<file path="src/rtl/tof_i2c_arbiter.sv">
// tof_i2c_arbiter: lets eight ToF sensor FSMs share one I2C master.
// A round-robin scheduler picks a pending requester, freezes its transaction
// descriptor, launches the master, then watches it until it finishes or times
// out. The done/error pulse goes back only to the requester that won.

module tof_i2c_arbiter #(
    parameter int         N_REQ      = 8,
    parameter logic [6:0] SLAVE_ADDR = 7'h11,
    parameter int         BUSY_WAIT  = 16,
    parameter int         TIMEOUT    = 2000000
) (
    input  logic                  clk_i,
    input  logic                  rst_ni,
    input  logic [N_REQ-1:0]      req_start_i,
    input  logic [16*N_REQ-1:0]   req_register_address_i,
    input  logic [N_REQ-1:0]      req_is_read_i,
    input  logic [10*N_REQ-1:0]   req_nb_of_bytes_i,
    output logic [N_REQ-1:0]      req_done_o,
    output logic [N_REQ-1:0]      req_error_o,
    output logic [N_REQ-1:0]      grant_o,
    output logic                  m_start_o,
    output logic [6:0]            m_slave_address_o,
    output logic [15:0]           m_register_address_o,
    output logic                  m_is_read_o,
    output logic [9:0]            m_nb_of_bytes_o,
    output logic                  m_abort_o,
    input  logic                  m_ready_i,
    input  logic                  m_error_i,
    output logic                  timeout_flag_o
);

    localparam int IDX_W = (N_REQ > 1) ? $clog2(N_REQ) : 1;
    localparam int CNT_W = 22;

    typedef enum logic [2:0] {
        S_IDLE,
        S_ARB,
        S_LAUNCH,
        S_WAIT_BUSY,
        S_WAIT_DONE,
        S_RESPOND
    } state_e;

    state_e             state_q, state_d;
    logic [IDX_W-1:0]   rr_ptr_q, rr_ptr_d;
    logic [IDX_W-1:0]   win_q, win_d;
    logic [N_REQ-1:0]   grant_q, grant_d;
    logic [15:0]        addr_q, addr_d;
    logic               is_read_q, is_read_d;
    logic [9:0]         nb_q, nb_d;
    logic [CNT_W-1:0]   cnt_q, cnt_d;
    logic               err_q, err_d;
    logic               abort_q, abort_d;
    logic               timeout_flag_q, timeout_flag_d;

    logic [15:0]        req_addr_arr [N_REQ];
    logic [9:0]         req_nb_arr   [N_REQ];
    logic               scan_found;
    logic [IDX_W-1:0]   scan_idx;
    logic [IDX_W:0]     cand;

    for (genvar g = 0; g < N_REQ; g++) begin : g_unpack
        assign req_addr_arr[g] = req_register_address_i[16*g +: 16];
        assign req_nb_arr[g]   = req_nb_of_bytes_i[10*g +: 10];
    end

    // Round-robin search: first pending requester starting at rr_ptr and wrapping.
    always_comb begin
        scan_found = 1'b0;
        scan_idx   = '0;
        cand       = '0;
        for (int k = 0; k < N_REQ; k++) begin
            cand = {1'b0, rr_ptr_q} + (IDX_W+1)'(k);
            if (cand >= (IDX_W+1)'(N_REQ)) begin
                cand = cand - (IDX_W+1)'(N_REQ);
            end
            if (!scan_found && req_start_i[cand[IDX_W-1:0]]) begin
                scan_found = 1'b1;
                scan_idx   = cand[IDX_W-1:0];
            end
        end
    end

    // Next-state logic: sequencing of one arbitrated transaction.
    always_comb begin
        state_d        = state_q;
        rr_ptr_d       = rr_ptr_q;
        win_d          = win_q;
        grant_d        = grant_q;
        addr_d         = addr_q;
        is_read_d      = is_read_q;
        nb_d           = nb_q;
        cnt_d          = cnt_q;
        err_d          = err_q;
        abort_d        = 1'b0;
        timeout_flag_d = timeout_flag_q;

        case (state_q)
            S_IDLE: begin
                if ((|req_start_i) && m_ready_i) begin
                    state_d = S_ARB;
                end
            end
            S_ARB: begin
                if (scan_found) begin
                    win_d            = scan_idx;
                    grant_d          = '0;
                    grant_d[scan_idx] = 1'b1;
                    addr_d           = req_addr_arr[scan_idx];
                    is_read_d        = req_is_read_i[scan_idx];
                    nb_d             = req_nb_arr[scan_idx];
                    err_d            = 1'b0;
                    state_d          = S_LAUNCH;
                end else begin
                    grant_d = '0;
                    state_d = S_IDLE;
                end
            end
            S_LAUNCH: begin
                cnt_d   = '0;
                state_d = S_WAIT_BUSY;
            end
            S_WAIT_BUSY: begin
                if (!m_ready_i) begin
                    cnt_d   = '0;
                    state_d = S_WAIT_DONE;
                end else if (cnt_q >= CNT_W'(BUSY_WAIT-1)) begin
                    err_d   = 1'b1;
                    state_d = S_RESPOND;
                end else begin
                    cnt_d = (cnt_q == '1) ? cnt_q : cnt_q + CNT_W'(1);
                end
            end
            S_WAIT_DONE: begin
                if (m_ready_i) begin
                    err_d   = m_error_i;
                    state_d = S_RESPOND;
                end else if (cnt_q >= CNT_W'(TIMEOUT-1)) begin
                    abort_d        = 1'b1;
                    timeout_flag_d = 1'b1;
                    err_d          = 1'b1;
                    state_d        = S_RESPOND;
                end else begin
                    cnt_d = (cnt_q == '1) ? cnt_q : cnt_q + CNT_W'(1);
                end
            end
            S_RESPOND: begin
                rr_ptr_d = (win_q == IDX_W'(N_REQ-1)) ? '0 : win_q + IDX_W'(1);
                grant_d  = '0;
                state_d  = S_IDLE;
            end
            default: begin
                state_d = S_IDLE;
                grant_d = '0;
            end
        endcase
    end

    // State and descriptor registers, cleared asynchronously.
    always_ff @(posedge clk_i or negedge rst_ni) begin
        if (!rst_ni) begin
            state_q        <= S_IDLE;
            rr_ptr_q       <= '0;
            win_q          <= '0;
            grant_q        <= '0;
            addr_q         <= '0;
            is_read_q      <= 1'b0;
            nb_q           <= '0;
            cnt_q          <= '0;
            err_q          <= 1'b0;
            abort_q        <= 1'b0;
            timeout_flag_q <= 1'b0;
        end else begin
            state_q        <= state_d;
            rr_ptr_q       <= rr_ptr_d;
            win_q          <= win_d;
            grant_q        <= grant_d;
            addr_q         <= addr_d;
            is_read_q      <= is_read_d;
            nb_q           <= nb_d;
            cnt_q          <= cnt_d;
            err_q          <= err_d;
            abort_q        <= abort_d;
            timeout_flag_q <= timeout_flag_d;
        end
    end

    assign m_start_o            = (state_q == S_LAUNCH);
    assign req_done_o           = (state_q == S_RESPOND) ? grant_q : '0;
    assign req_error_o          = ((state_q == S_RESPOND) && err_q) ? grant_q : '0;
    assign grant_o              = grant_q;
    assign m_slave_address_o    = SLAVE_ADDR;
    assign m_register_address_o = addr_q;
    assign m_is_read_o          = is_read_q;
    assign m_nb_of_bytes_o      = nb_q;
    assign m_abort_o            = abort_q;
    assign timeout_flag_o       = timeout_flag_q;

endmodule

</file>
<file path="config.mk">
export PLATFORM = sky130hd
export DESIGN_NAME = tof_i2c_arbiter
export DESIGN_NICKNAME = d
export VERILOG_FILES = /design/src/rtl/tof_i2c_arbiter.sv
export SDC_FILE = /design/constraint.sdc
export NUM_CORES = 1
export LEC_CHECK = 0
export CAP_MARGIN = 20
export CORE_UTILIZATION = 38
export CTS_CLUSTER_DIAMETER = 50
export DETAILED_ROUTE_END_ITERATION = 16
export PLACE_DENSITY = 0.76
export SYNTH_ARGS = -nofsm -noshare
export SYNTH_HDL_FRONTEND = slang
export SYNTH_SLANG_ARGS = --single-unit
export TNS_END_PERCENT = 50
</file>
<file path="constraint.sdc">
create_clock -name clk_i -period 8.7 [get_ports clk_i]
set_input_delay 2.61 -clock clk_i [delete_from_list [all_inputs] [get_ports clk_i]]
set_output_delay 2.61 -clock clk_i [all_outputs]
set_load 0.05 [all_outputs]
</file>
==> impl_results.md, run 1 <==
* Via Count at roughly 6100
* Gp weighted congestion at about 0.86
* Synthesized flop and latch total at 69
* Clock root buffer: clkbuf_16
* Share of the clock period used by the worst path at ~74%
* Boundary Pins at about 290
* Synth Area in Adders at roughly 1.0%
* Relative slew margins at roughly 28%
* Seq/Total Area, Yosys at between 20 and 30%
* Pin count of the biggest net entering global routing at between 70 and 80
* Unrepaired setup endpoints after global routing: no
* Syn Std Cell Area at 5980 µm²
* Post-Route WL at around 21 mm
* HP Class: reg2reg
* Post-Synth Simple-Gate Area at approximately 15%
* Die height at roughly 130 µm
* Layout cells sized above 1 at between 7 and 8%
* First-pass GRT wire length at 31.6 mm
* Site row count at 45
* Largest family of logic cells by synthesized area: multiplexers
* Area Overhead vs Synth at 52.5%
* Cts bufs inserted at 9
* Vias in the first global route at a little under 6000
* Die ar. at 16200 µm²
* Hold WS at 472 ps
* Status: finished clean
* Post-CTS setup repair buffer count at 0
* # setup viols final at 0
* Setup Skew at roughly 9.5 ps
* CP delay by family, top: multiplexers
* VDD IR-drop max at about 0.42 mV
* Worst Path Required at 8890 ps
* GRT overflow at 0
* Port Buffers at roughly 280
* Clock transition at path regs at 60 ps
* Post-route ant nets at 0
* Antenna violations before repair at 2
* Most common cell after layout, fill and taps aside: clkdlybuf4s50_1
* TritonCTS clock tree: done
* Clock sinks at between 60 and 70
* Synth Flop Type: dfrtp_1
* Total of max-cap violations at 0
* Mux contribution to synthesized area at 27.9%
* Worst Tran Pin Value at approximately 1100 ps
* CTS Hold Bufs at 0
* CP peak stage delay at roughly 600 ps
* Most frequent cells in the layout: clkdlybuf4s50_1 (280), mux2i_1 (116), dfrtp_1 (69)
* DR vias/cell at around 5.6
* Pre-antenna DRT Iters at 6
* PostCTS Resize Cnt at 0
* Startpoint Class: input pin
* Worst setup EP type: flop
* Most used cell, CP: mux4_2
* Core ar. at about 15000 µm²
* Post-synthesis instance total at between 600 and 700
* Setup TNS Final at 0 ps
* Post-synthesis xor/xnor area fraction at about 2.6%
* Clk Latency, worst-skew pair at approximately 330 ps
* Final net count at 1106
* Slowest cell on the critical path: mux4_2
* Iteration-0 DRC Markers at between 500 and 600
* Library cells used by synthesis at 62
* Clock Path Buffers at 2
* Compound-Gate Fraction of Synth Area at about 18%
* YS warnings at 0
* Max-slew violations at 0
* Critical path class: in2reg
* Final Hold Viols at 0
* Number of synthesized flops with an enable pin at 0
* Async S/R FF share, synth at 100%
* CP Cell Sequence: clkdlybuf4s50_1 > mux4_2 > a21oi_2 > a32o_1 > nand3_1 > a221oi_2 > or2_4 > buf_12 > mux4_2 > o22ai_1 > a31oi_1
* Pwr dens at 399 nW/µm²
* Fmax at about 0.16 GHz
* LEAKAGE at ~3.8 nW
* Die width at 127 µm
* Hpwl dp at around 16 mm
* Final Critical Period at ~6400 ps
* Critical path buffers and inverters at 2
* Avg Inst Size Synth at 9.59 µm²
* Crit path max fanout at 73
* Htree depth at 3
* Critical path arrival at around 6600 ps
* GR Util All Layers at 25.0%
* # DRC at 0
* Initial Util at 39.2%
* Routed wire per std cell at around 19 µm
==> cell families after synthesis <==
kind of cell	after synthesis
AO/OA/AOI/OAI	130
XOR/XNOR	18
adder cells (fa/ha/maj)	5
buffers and inverters	70
flip-flops	69
multiplexers	146
other	2
AND/OR/NAND/NOR	183
==> per-stage QoR <==
| step | cell area (µm²) | utilization (%) | std cells | power (mW) | setup WS, ps |
|---|---|---|---|---|---|
| after floorplan | 5990 | - | 628 | 2.72 | 3400 |
| after global placement | 8790 | 57.6 | 1072 | 3.25 | 2070 |
| after CTS | 9080 | 59.5 | 1088 | 3.63 | 2350 |
| final | 9110 | 59.7 | 1091 | 3.64 | 2290 |
| after global routing | 9110 | 59.7 | 1089 | 3.86 | 2080 |
| after detailed placement | 8790 | 57.6 | 1072 | 3.27 | 2000 |
==> path summary, 6_finish.rpt <==
| kind | startpoint | end | slack (ps) | cells after the start |
|---|---|---|---|---|
| worst max-delay path | req_start_i[4] | m_is_read_o | 2290 | 11 |
| worst min-delay path | timeout_flag_o | timeout_flag_o | 470 | 1 |
| worst max register to register | rr_ptr_q[1] | m_is_read_o | 3060 | 12 |
| worst min register to register | timeout_flag_o | timeout_flag_o | 470 | 1 |
| max in group asynchronous | rst_ni | m_register_address_o[14] | 5700 | 1 |
| min in group asynchronous | rst_ni | grant_o[3] | 2380 | 1 |
==> state kept, by name, indices dropped and copies added, names as in the netlist <==
register / flops
m_abort_o: 1
cnt_q: 22
timeout_flag_o: 1
err_q: 1
state_q: 3
m_nb_of_bytes_o: 10
rr_ptr_q: 3
m_register_address_o: 16
m_is_read_o: 1
grant_o: 8
win_q: 3
==> metal layers <==
metal / up-vias / global-route usage [%] / wire length, µm
met3: 34 / 6.07 / 1350
met1: 2921 / 31.1 / 8770
met5: - / 0 / 0
met2: 265 / 42.8 / 10300
met4: 0 / 7.35 / 401
li1: 2855 / - / -
==> layout make-up <==
cell class | instances | area [µm²]
fill | 1336 | 6150
antenna | 2 | 5.00
sequential | 69 | 1730
tap | 211 | 264
inverter | 16 | 60.1
clock buffer | 10 | 239
multi-input combinational | 489 | 3870
timing repair buffer | 288 | 2900
clock inverter | 6 | 46.3
==> where the power goes <==
part | internal [mW] | switching, mW
Sequential | 0.436 | 0.121
Combinational | 1.21 | 1.51
Clock | 0.202 | 0.152
Total | 1.85 | 1.78
==> synthesized netlist by cell type, drive strengths merged, types with 3 or more instances <==
cell type	count	area share, %
a21oi	20	1.8
o22ai	3	0.31
mux2	15	2.8
a32o	4	0.67
nor2b	7	0.73
buf	37	4.9
o211a	23	3.9
nand3	13	1.1
a221o	5	0.84
nor3	8	0.67
a211oi	4	0.50
a31oi	4	0.42
ha	5	1.0
a221oi	3	0.54
nand4	7	0.73
o21ai	18	1.7
nand2	50	3.1
mux4	14	5.3
or2	4	0.42
o211ai	3	0.38
o21a	5	0.63
xnor2	10	1.5
dfrtp	69	29
nand2b	6	0.63
mux2i	117	20
clkbuf	17	1.1
and3	18	1.9
or3	5	0.52
and2	4	0.46
a222oi	23	3.9
inv	15	0.94
nor4	6	0.63
o221ai	4	0.59
xor2	8	1.2
nor2	51	3.3
(Power assumes the default switching activity.)
==> run 2, diff against run 1 <==
clock period = 6.33 ns   (was 8.7 ns; I/O delays follow)
==> run 2 against run 1 <==
- via count increased by 0.48%
- sequential cell count unchanged
- sequential power increased by 34%
- critical endpoint is now m_nb_of_bytes_o[9]
==> impl_results.md, run 2 (synthesis results as in run 1) <==
* # DRC at 0 (unchanged)
* Antenna violations before repair at 1 (-1)
* First-pass GRT wire length at 32.3 mm (+2.4%)
* CP delay by family, top: compound AO/OA/AOI/OAI gates
* Pwr dens at 576 nW/µm² (+44%)
* Pre-antenna DRT Iters at 6 (unchanged)
* CTS Hold Bufs at 0 (unchanged)
* Gp weighted congestion at 0.875 (+1.6%)
* CP peak stage delay at 600 ps (about the same)
* Boundary Pins at 289 (unchanged)
* Unrepaired setup endpoints after global routing: no
* Worst Tran Pin Value at 954 ps (-123 ps)
* VDD IR-drop max at 0.404 mV (-4.3%)
* Setup WS pre-CTS at 855 ps (-1150 ps)
* Clock Path Buffers at 2 (unchanged)
* Final net count at 1118 (+1.1%)
* GR Util All Layers at 25.8% (+0.81 points)
* Clock sinks at 69 (unchanged)
* Area Overhead vs Synth at 55.3%
* Final Critical Period at 5140 ps
* Pin count of the biggest net entering global routing at 70 (-5.4%)
* Final Hold Viols at 0 (unchanged)
* Via Count at 6104 (+0.48%)
* HP Class: reg2reg
* Worst Path Required at 6610 ps (-2280 ps)
* Final worst slack at 1190 ps (-1100 ps)
* LEAKAGE at 3.90 nW (+2.4%)
* Routed wire per std cell at 19.3 µm (+1.1%)
* Relative slew margins at 36.4% (+8.3 points)
* Critical path buffers and inverters at 3 (+1)
* Clock transition at path regs at 60 ps (about the same)
* Initial Util at 39.2% (unchanged)
* # setup viols final at 0 (unchanged)
* Post-route ant nets at 0 (unchanged)
* Die height at 127 µm (unchanged)
* Layout cells sized above 1 at 8.88% (+1.1 points)
* Critical path class: in2reg
* Share of the clock period used by the worst path at roughly 81%
* TritonCTS clock tree: done
* Port Buffers at 281 (unchanged)
* Htree depth at 3 (unchanged)
* Most used cell, CP: o211a_1
* Core ar. at 15300 µm² (unchanged)
* Worst setup EP type: flop
* CP Cell Sequence: clkdlybuf4s50_1 > mux4_2 > a21oi_2 > a32o_1 > nand3_1 > o211a_1 > or2_4 > buf_12 > buf_4 > mux2i_1 > a222oi_1 > o211a_1
* Clk Latency, worst-skew pair at 340 ps (about the same)
* Most frequent cells in the layout: clkdlybuf4s50_1 (280), mux2i_1 (116), dfrtp_1 (69)
* Setup TNS Final at 0 ps (unchanged)
* Vias in the first global route at 6030 (+1.8%)
* Slowest cell on the critical path: mux4_2
* Critical path arrival at 5420 ps (-1170 ps)
* Die ar. at 16200 µm² (unchanged)
* Site row count at 45 (unchanged)
* Hpwl dp at 16.1 mm (+2.0%)
* Most common cell after layout, fill and taps aside: clkdlybuf4s50_1
* DR vias/cell at 5.54 (-0.53%)
* Status: finished clean
* Cts bufs inserted at 9 (unchanged)
* Startpoint Class: input pin
* GRT overflow at 0 (unchanged)
* Fmax at 0.195 GHz
* Reg with most FFs: cnt_q
* Crit path max fanout at 18 (-75%)
* Iteration-0 DRC Markers at 596 (+14%)
* Post-CTS setup repair buffer count at 0 (unchanged)
* Max reg flops at 22 (unchanged)
* Die width at 127 µm (unchanged)
* PostCTS Resize Cnt at 0 (unchanged)
* Setup Skew at 7.65 ps (-1.86 ps)
* Max-slew violations at 0 (unchanged)
* Post-Route WL at 21.2 mm (+2.1%)
* Total of max-cap violations at 0 (unchanged)
* Clock root buffer: clkbuf_16
==> run 2: area by class of cell <==
cell class	count	area, µm²
fillers	1337	5980
well taps	211	264
inverters	16	60.1
repair buffers	300	3030
diodes	1	2.50
flip-flops and latches	69	1730
clock buffers	11	243
multi-input cells	489	3870
clock inverters	5	83.8
==> run 2: worst paths after layout <==
check	start	endpoint	slack (ps)	depth (start not counted)
max reg2reg	rr_ptr_q[1]	m_register_address_o[3]	1710	16
min	timeout_flag_o	timeout_flag_o	480	1
max in group asynchronous	rst_ni	m_register_address_o[9]	4010	1
min reg2reg	timeout_flag_o	timeout_flag_o	480	1
min in group asynchronous	rst_ni	grant_o[6]	1700	1
max	req_start_i[4]	m_nb_of_bytes_o[9]	1190	12
==> run 2: power by group <==
part | leakage (nW) | switching, mW | internal [mW] | total (mW)
combinational | 2.89 | 2.17 | 1.87 | 4.04
sequential | 0.856 | 0.144 | 0.600 | 0.745
clock | 0.152 | 0.201 | 0.356 | 0.558
total | 3.90 | 2.52 | 2.83 | 5.35
==> run 2: metrics by stage <==
| step | std cells | cell area [µm²] | hold slack (ps) | power [mW] | util, % |
|---|---|---|---|---|---|
| finish | 1102 | 9280 | 479 | 5.35 | 60.8 |
| global route | 1101 | 9280 | 488 | 5.67 | 60.8 |
| floorplan | 628 | 5990 | 456 | 3.74 | - |
| CTS | 1101 | 9280 | 478 | 5.37 | 60.8 |
| global placement | 1085 | 8950 | 452 | 4.77 | 58.7 |
| detailed placement | 1085 | 8950 | 464 | 4.79 | 58.7 |
==> run 2: routing by layer <==
layer	wire, µm	share of wire (%)	global-route usage [%]
met5	0	0	0
met4	331	1.6	8.12
met3	1500	7.1	5.49
met2	10600	50	43.5
met1	8840	42	33.0
